**src/rtl/mode_countdown.sv**
```systemverilog
// Mode-selected seconds countdown: loads DUR_n on a start edge and counts down once per CLK_PER_SEC cycles.
// Latency: load visible the cycle after the start edge; expiry lands duration*CLK_PER_SEC cycles after load.
module mode_countdown #(
  parameter int CLK_PER_SEC = 100000000,
  parameter int DUR_1       = 10,
  parameter int DUR_2       = 30,
  parameter int DUR_3       = 59
) (
  input  logic       clk_i,
  input  logic       rst_n_i,
  input  logic       countdown_start_i,
  input  logic [1:0] mode_i,
  output logic [5:0] remaining_o,
  output logic [2:0] tens_o,
  output logic [3:0] ones_o,
  output logic       running_o,
  output logic       done_o,
  output logic       alarm_o,
  output logic [1:0] mode_o
);

  localparam int PW = $clog2(CLK_PER_SEC);
  localparam logic [PW-1:0] TICK_LAST = PW'(CLK_PER_SEC - 1);

  typedef enum logic [1:0] {
    IDLE = 2'd0,
    RUN  = 2'd1,
    DONE = 2'd2
  } state_t;

  state_t        state;
  logic [PW-1:0] prescaler;
  logic          start_q;
  logic          start_edge;
  logic          sec_tick;

  function automatic logic [5:0] duration(input logic [1:0] m);
    case (m)
      2'b01:   return 6'(DUR_1);
      2'b10:   return 6'(DUR_2);
      2'b11:   return 6'(DUR_3);
      default: return 6'd0;
    endcase
  endfunction

  assign start_edge = countdown_start_i & ~start_q;
  assign sec_tick   = (state == RUN) && (prescaler == TICK_LAST);
  assign running_o  = (state == RUN);
  assign alarm_o    = (state == DONE);

  // Digit split only needs to be valid for 0..59.
  assign tens_o = 3'(remaining_o / 6'd10);
  assign ones_o = 4'(remaining_o % 6'd10);

  always_ff @(posedge clk_i) begin
    if (!rst_n_i) begin
      state       <= IDLE;
      remaining_o <= 6'd0;
      mode_o      <= 2'b00;
      prescaler   <= '0;
      done_o      <= 1'b0;
      // Reset high so a start level held through reset release is not seen as an edge.
      start_q     <= 1'b1;
    end else begin
      start_q <= countdown_start_i;
      done_o  <= 1'b0;
      case (state)
        IDLE: begin
          if (start_edge && (mode_i != 2'b00)) begin
            state       <= RUN;
            remaining_o <= duration(mode_i);
            mode_o      <= mode_i;
            prescaler   <= '0;
          end
        end
        RUN: begin
          // Dropping the start level aborts, even on the tick cycle.
          if (!countdown_start_i) begin
            state       <= IDLE;
            remaining_o <= 6'd0;
            mode_o      <= 2'b00;
            prescaler   <= '0;
          end else if (sec_tick) begin
            prescaler <= '0;
            if (remaining_o > 6'd1) begin
              remaining_o <= remaining_o - 6'd1;
            end else begin
              remaining_o <= 6'd0;
              state       <= DONE;
              done_o      <= 1'b1;
            end
          end else begin
            prescaler <= prescaler + PW'(1);
          end
        end
        DONE: begin
          if (!countdown_start_i) begin
            state       <= IDLE;
            remaining_o <= 6'd0;
            mode_o      <= 2'b00;
            prescaler   <= '0;
          end
        end
        default: begin
          state <= IDLE;
        end
      endcase
    end
  end

endmodule

```
**config.mk**
```make
export PLATFORM = sky130hd
export DESIGN_NAME = mode_countdown
export DESIGN_NICKNAME = d
export VERILOG_FILES = /design/src/rtl/mode_countdown.sv
export SDC_FILE = /design/constraint.sdc
export NUM_CORES = 1
export LEC_CHECK = 0
export ABC_AREA = 1
export CAP_MARGIN = 20
export CORE_UTILIZATION = 33
export CTS_CLUSTER_DIAMETER = 150
export DETAILED_ROUTE_END_ITERATION = 10
export GPL_ROUTABILITY_DRIVEN = 0
export GPL_TIMING_DRIVEN = 0
export SYNTH_ARGS = -nofsm -noshare
export SYNTH_HDL_FRONTEND = slang
export SYNTH_SLANG_ARGS = --single-unit
```
**constraint.sdc**
```tcl
create_clock -name clk_i -period 3.9 [get_ports clk_i]
set_input_delay 0.39 -clock clk_i [delete_from_list [all_inputs] [get_ports clk_i]]
set_output_delay 0.39 -clock clk_i [all_outputs]
set_load 0.02 [all_outputs]
```
==> metrics, run 1 <==
status complete, no violations; hold crit path type in2reg; Fin Setup TNS 0 ns; Die Wd between 90 and 100 µm; Routed Antenna Nets 0; I/O pin cnt 23; Iteration-0 DRC Markers between 150 and 200; CTS tree built; share of layout cells above drive strength 1 12.6%; Initial Util 34.3%; top cells by area, synth dfxtp_1, nand2_1, nor2_1; RSZ-0062 raised after global routing no; Setup crit end kind primary output; Fin. Hold Viols 0; Worst Skew ~0.0085 ns; global-route wire length before repair roughly 11,000 µm; crit path from remaining_o[3]$_SDFFE_PN0P_; Max VDD drop 177 µV; Buf/Inv on CP 3; Chip Height 92.1 µm; # fillers about 830; total track usage 16.3%; met1 GRT Util 20.6%; grt ovf 0; critical-path cell list inv_1, nand2_1, nand2_1, o211ai_1, nand2_1, inv_1, nand2_1, nand2_2, nand2_2, a21oi_1, clkdlybuf4s50_1; Max clock buf depth 2; reg2reg start remaining_o[1]$_SDFFE_PN0P_; CTS buffer count 5; cell row count 32; leak pwr about 1.2 nW; Synth area leader dfxtp_1; hold buffer count at CTS 0; Via Count about 2,600; vias per cell approximately 4.7; Seq pwr share 25.7%; final slew viol count 0; Post-Syn Area per Cell 6.56 µm²; H-tree lvl count 2; Post-synth ARST share 0%; final wirelength 6510 µm; Period Utilization, post-route a little over two thirds; grt met2 use 27.8%; most numerous cell in the Yosys netlist nand2_1; Final setup viols 0; Clock Power Share 20.6%; worst-path fanout max 6; largest net degree at the start of global routing 13; Comb power frac between 50% and 60%; PwrDens about 620 mW/mm²; Synth Instances 409; Netlist cell types 41; Yosys reg bits 39; initial antenna violation count 0; diode count 0; Detail Placement HPWL roughly 5000 µm; Sw Ratio 42.7%; Startpoint Class register; CTS resizes 0; Main synth FF type dfxtp_1; post-synth top area share 29.1%; achievable frequency between 300 and 400 MHz; NumNets Final 451; Setup CP Type reg2out; port buffer count 21; post-route minimum period 2.74 ns; busiest grt layer met2; max_cap viols 0; number of synthesized flops with an enable pin 0; sequential share of the synthesized area 29.1%; internal power around 0.0011 W; Required @ worst endpoint 3.51 ns; M3 GR Usage under 10%; Syn. warnings 0; die area 0.00849 mm²; Worst-Skew Late Latency approximately 0.29 ns; Syn Nets ~420; vias in the first global route 2,467; CTS Root Buffer Type clkbuf_8; Residual DRC 0; number of setup buffers added after CTS 0; CP max stage delay 0.61 ns; Num Clock Sinks 39; area grow syn2layout 17.5%; clock-pin slew on the worst setup and hold paths 0.08 ns; Tightest Pin Transition between 0.4 and 0.5 ns; top cells by instance count after synthesis nand2_1, nor2_1, inv_1, dfxtp_1, nand3_1; switching power about 0.00084 W; Pre-Repair DR Iteration Count 4; routed len/inst 12.0 µm; area of the mapped netlist 0.00268 mm²; Crit-path slowest cell clkdlybuf4s50_1; Worst path most repeated cell nand2_1; Final Core Density 40.4%; delay-heaviest family, CP buffers and inverters; critical path arrival between 2 and 2.5 ns; core area 0.00781 mm²; hold path start countdown_start_i; worst relative slew slack 70.0%
-- worst register-to-register path, cell delays in order, from the launching register on --
cell      delay, ns
dfxtp_1        0.45
inv_1          0.15
ha_1           0.26
o211ai_1       0.29
nand2_1        0.14
nor2_1         0.24
inv_1          0.10
o21ai_0        0.16
o21ai_0        0.10
nor2_1         0.10
-- cells in the final DEF, fill, tap and decap left out, types with 5 or more instances in the layout --
master            n
nor3_1            8
inv_1            52
nand3_1          21
nor2_2           19
nand2_2           6
dfxtp_1          39
o21ai_0          16
clkbuf_8          5
ha_1              9
a21oi_1          16
nand2_1          97
nor4_1            5
nor2_1           63
nand4_1           8
xor2_1            6
clkdlybuf4s50_1  21
-- flip-flops by register name, indices dropped and copies added, names as in the netlist --
signal	flops
done_o	1
start_q	1
prescaler	27
mode_o	2
remaining_o	6
state	2
-- kinds of logic (layout without fill, tap and decap cells) --
kind of cell	count (synthesis)	after routing	synth area share (%)
buffers and inverters	62	91	10.1
AND/OR/NAND/NOR	244	244	44.0
flip-flops	39	39	29.1
adder cells (fa/ha/maj)	9	9	4.20
XOR/XNOR	10	10	3.27
AO/OA/AOI/OAI	45	45	9.33
-- area by class of cell --
cell class	count	area (µm²)	area share [%]
multi-input combinational	308	1630	51.7
sequential	39	781	24.8
inverter	55	214	6.79
timing repair buffer	21	210	6.67
tap	102	128	4.05
clock buffer	6	72.6	2.30
clock inverter	2	60.1	1.91
buffer	7	57.6	1.83
-- metal layers --
metal	part of all wire [%]	vias to the layer above
met5	0	-
met4	2.1	0
met3	3.1	12
met2	47	43
met1	48	1152
li1	-	1350
-- metrics by stage --
step           cell area, µm²  setup WS, ns  hold WS (ns)  total power (W)  instances
2_1_floorplan            2680          1.78         0.458          0.00124        409
3_5_place_dp             3020          1.47         0.486          0.00156        532
4_1_cts                  3150          1.14         0.411          0.00197        540
5_1_grt                  3150         0.947         0.437          0.00211        540
6_report                 3150          1.16         0.426          0.00196        540
3_3_place_gp             3020          1.52         0.478          0.00155        532
-- final timing paths --
path	endpoint	slack [ns]	depth (start not counted)
hold reg to reg	prescaler[25]$_SDFFE_PN0P_	0.50	2
hold / removal	start_q$_SDFF_PN1_	0.43	3
setup / recovery	ones_o[2]	1.16	11
setup reg to reg	remaining_o[1]$_SDFFE_PN0P_	1.85	9
-- power by group through the flow --
| stage | clock network (W) | logic, W | registers [W] |
|---|---|---|---|
| after global placement | 0 | 0.00104 | 0.000510 |
| after CTS | 0.000415 | 0.00105 | 0.000502 |
| after global routing | 0.000436 | 0.00116 | 0.000512 |
| after floorplan | 0 | 0.000698 | 0.000538 |
| final | 0.000404 | 0.00105 | 0.000502 |
| after detailed placement | 0 | 0.00105 | 0.000511 |
Note: power is estimated with default switching activity, not from simulation.
==> run 2: changes to the inputs <==
==> constraint.sdc (replaced) <==
create_clock -name clk_i -period 2.39 [get_ports clk_i]
set_input_delay 0.239 -clock clk_i [delete_from_list [all_inputs] [get_ports clk_i]]
set_output_delay 0.239 -clock clk_i [all_outputs]
set_load 0.02 [all_outputs]
==> metrics, run 2 (synthesized netlist as in run 1, its figures left out) <==
status complete, no violations; Detail Placement HPWL 5000 µm (unchanged); Routed Antenna Nets 0 (unchanged); port buffer count 21 (unchanged); Die Wd 92.1 µm (unchanged); largest net degree at the start of global routing 13 (unchanged); cell row count 32 (unchanged); Setup CP Type reg2out; diode count 0 (unchanged); Period Utilization, post-route 89.9%; Fin Setup TNS 0 ns (unchanged); Setup crit end kind primary output; Required @ worst endpoint 2.15 ns (-1.36 ns); Iteration-0 DRC Markers 178 (unchanged); Tightest Pin Transition 0.449 ns (+0.000000238 ns); CTS tree built; global-route wire length before repair 11,100 µm (unchanged); initial antenna violation count 0 (unchanged); die area 0.00849 mm² (unchanged); Final Core Density 40.2% (-0.19 points); H-tree lvl count 2 (unchanged); leak pwr 1.25 nW (+0.57%); Chip Height 92.1 µm (unchanged); final wirelength 6510 µm (about the same); Worst-Skew Late Latency 0.29 ns (about the same); max layer used met4; Design Area, Final 0.00314 mm² (-0.48%); NumNets Final 451 (unchanged); largest registers prescaler x27, remaining_o x6; largest reg by FF count prescaler; I/O pin cnt 23 (unchanged); Max clock buf depth 2 (unchanged); Final setup viols 0 (unchanged); grt ovf 0 (unchanged); critical path arrival 1.91 ns (-0.44 ns); CTS Root Buffer Type clkbuf_8; hold buffer count at CTS 0 (unchanged); worst relative slew slack 70.0% (unchanged); core area 0.00781 mm² (unchanged); Startpoint Class register; most frequent cells in the layout nand2_1, nor2_1, inv_1; share of layout cells above drive strength 1 13.5% (+0.91 points); DRT met1 WL 3120 µm (+0.45%); final slew viol count 0 (unchanged); number of setup buffers added after CTS 0 (unchanged); Fin. Hold Viols 0 (unchanged); Pre-Repair DR Iteration Count 4 (unchanged); hold crit path type in2reg; max_cap viols 0 (unchanged); total track usage 16.3% (unchanged); Max VDD drop 240 µV (+36%); vias in the first global route 2,467 (unchanged); Num Clock Sinks 39 (unchanged); max reg flops 27 (unchanged); CTS buffer count 5 (unchanged); met2 routed WL 3070 µm (about the same); PwrDens 998 mW/mm² (+61%); routed len/inst 12.1 µm (about the same); Register Area 782 µm² (+0.16%); most common cell after layout, fill and taps aside nand2_1; Initial Util 34.3% (unchanged); Placed Area 0.00302 mm² (unchanged); # fillers 837 (+0.48%); achievable frequency around 470 MHz; Via Count 2,557 (unchanged); wire length on met3 188 µm (-6.0%); clock-pin slew on the worst setup and hold paths 0.08 ns (about the same); Worst Skew 0.00812 ns (-0.000348 ns); RSZ-0062 raised after global routing no; vias per cell 4.74 (unchanged); multi-input logic area 0.00163 mm² (unchanged); Residual DRC 0 (unchanged); post-route minimum period 2.15 ns; worst-path fanout max 6 (unchanged); area grow syn2layout 17.0%
==> run 2: cell types whose count changed in the layout (fill, tap and decap cells not counted) <==
| cell | before | now |
|---|---|---|
| dfxtp_2 | 0 | 1 |
| dlygate4sd2_1 | 0 | 1 |
| clkbuf_2 | 0 | 3 |
| dfxtp_1 | 39 | 38 |
| clkdlybuf4s50_1 | 21 | 17 |
==> run 2: layer usage <==
layer | vias to the layer above | GRT usage, %
met5 | - | 0
met4 | 0 | 6.12
met3 | 12 | 2.49
met2 | 42 | 27.8
met1 | 1152 | 20.6
li1 | 1351 | -
==> run 2: what timing repair did <==
action | 4_1_cts | 5_1_grt
endpoints found under the hold margin | 0 | 0
setup endpoints to repair | 4 | 3
gates resized for setup | 5 | 6
==> run 2: where the power goes <==
| part | switching [W] | internal, W |
|---|---|---|
| combinational | 0.00103 | 0.000616 |
| clock | 0.000241 | 0.000418 |
| sequential | 0.0000891 | 0.000732 |
| total | 0.00136 | 0.00177 |
==> run 2: final cells by class <==
class,count,area share [%]
Buffer,7,1.83
Tap cell,102,4.07
Clock buffer,6,2.31
Multi-Input combinational cell,308,51.9
Inverter,55,6.82
Timing Repair Buffer,21,6.18
Clock inverter,2,1.91
Sequential cell,39,24.9
==> run 2: worst max-delay path, cell delays in order (launching register included) <==
cell and delay [ns]:
dfxtp_1 0.40, nor2_4 0.19, inv_1 0.08, nor2_2 0.12, o21ai_1 0.09, nand2_1 0.09, inv_1 0.06, ha_1 0.18
xnor2_1 0.14, nand2_1 0.06, nand2_1 0.05, clkbuf_2 0.16
==> run 2: metrics by stage <==
step           hold slack, ns  setup slack (ns)  std cells  total power [W]
2_1_floorplan           0.404             0.425        409          0.00202
3_3_place_gp            0.478             0.156        532          0.00252
3_5_place_dp            0.486             0.116        532          0.00254
4_1_cts                 0.260            0.0573        540          0.00317
5_1_grt                 0.286            0.0393        540          0.00338
6_report                0.274             0.240        540          0.00313
==> run 2: path summary, 6_finish.rpt <==
check                         startpoint                           to  slack (ns)  cells after the start
min                    countdown_start_i           start_q$_SDFF_PN1_        0.27                      3
max reg2reg  remaining_o[1]$_SDFFE_PN0P_  remaining_o[1]$_SDFFE_PN0P_        0.34                      9
max          remaining_o[4]$_SDFFE_PN0P_                    ones_o[3]        0.24                     11
min reg2reg   prescaler[25]$_SDFFE_PN0P_   prescaler[25]$_SDFFE_PN0P_        0.50                      2
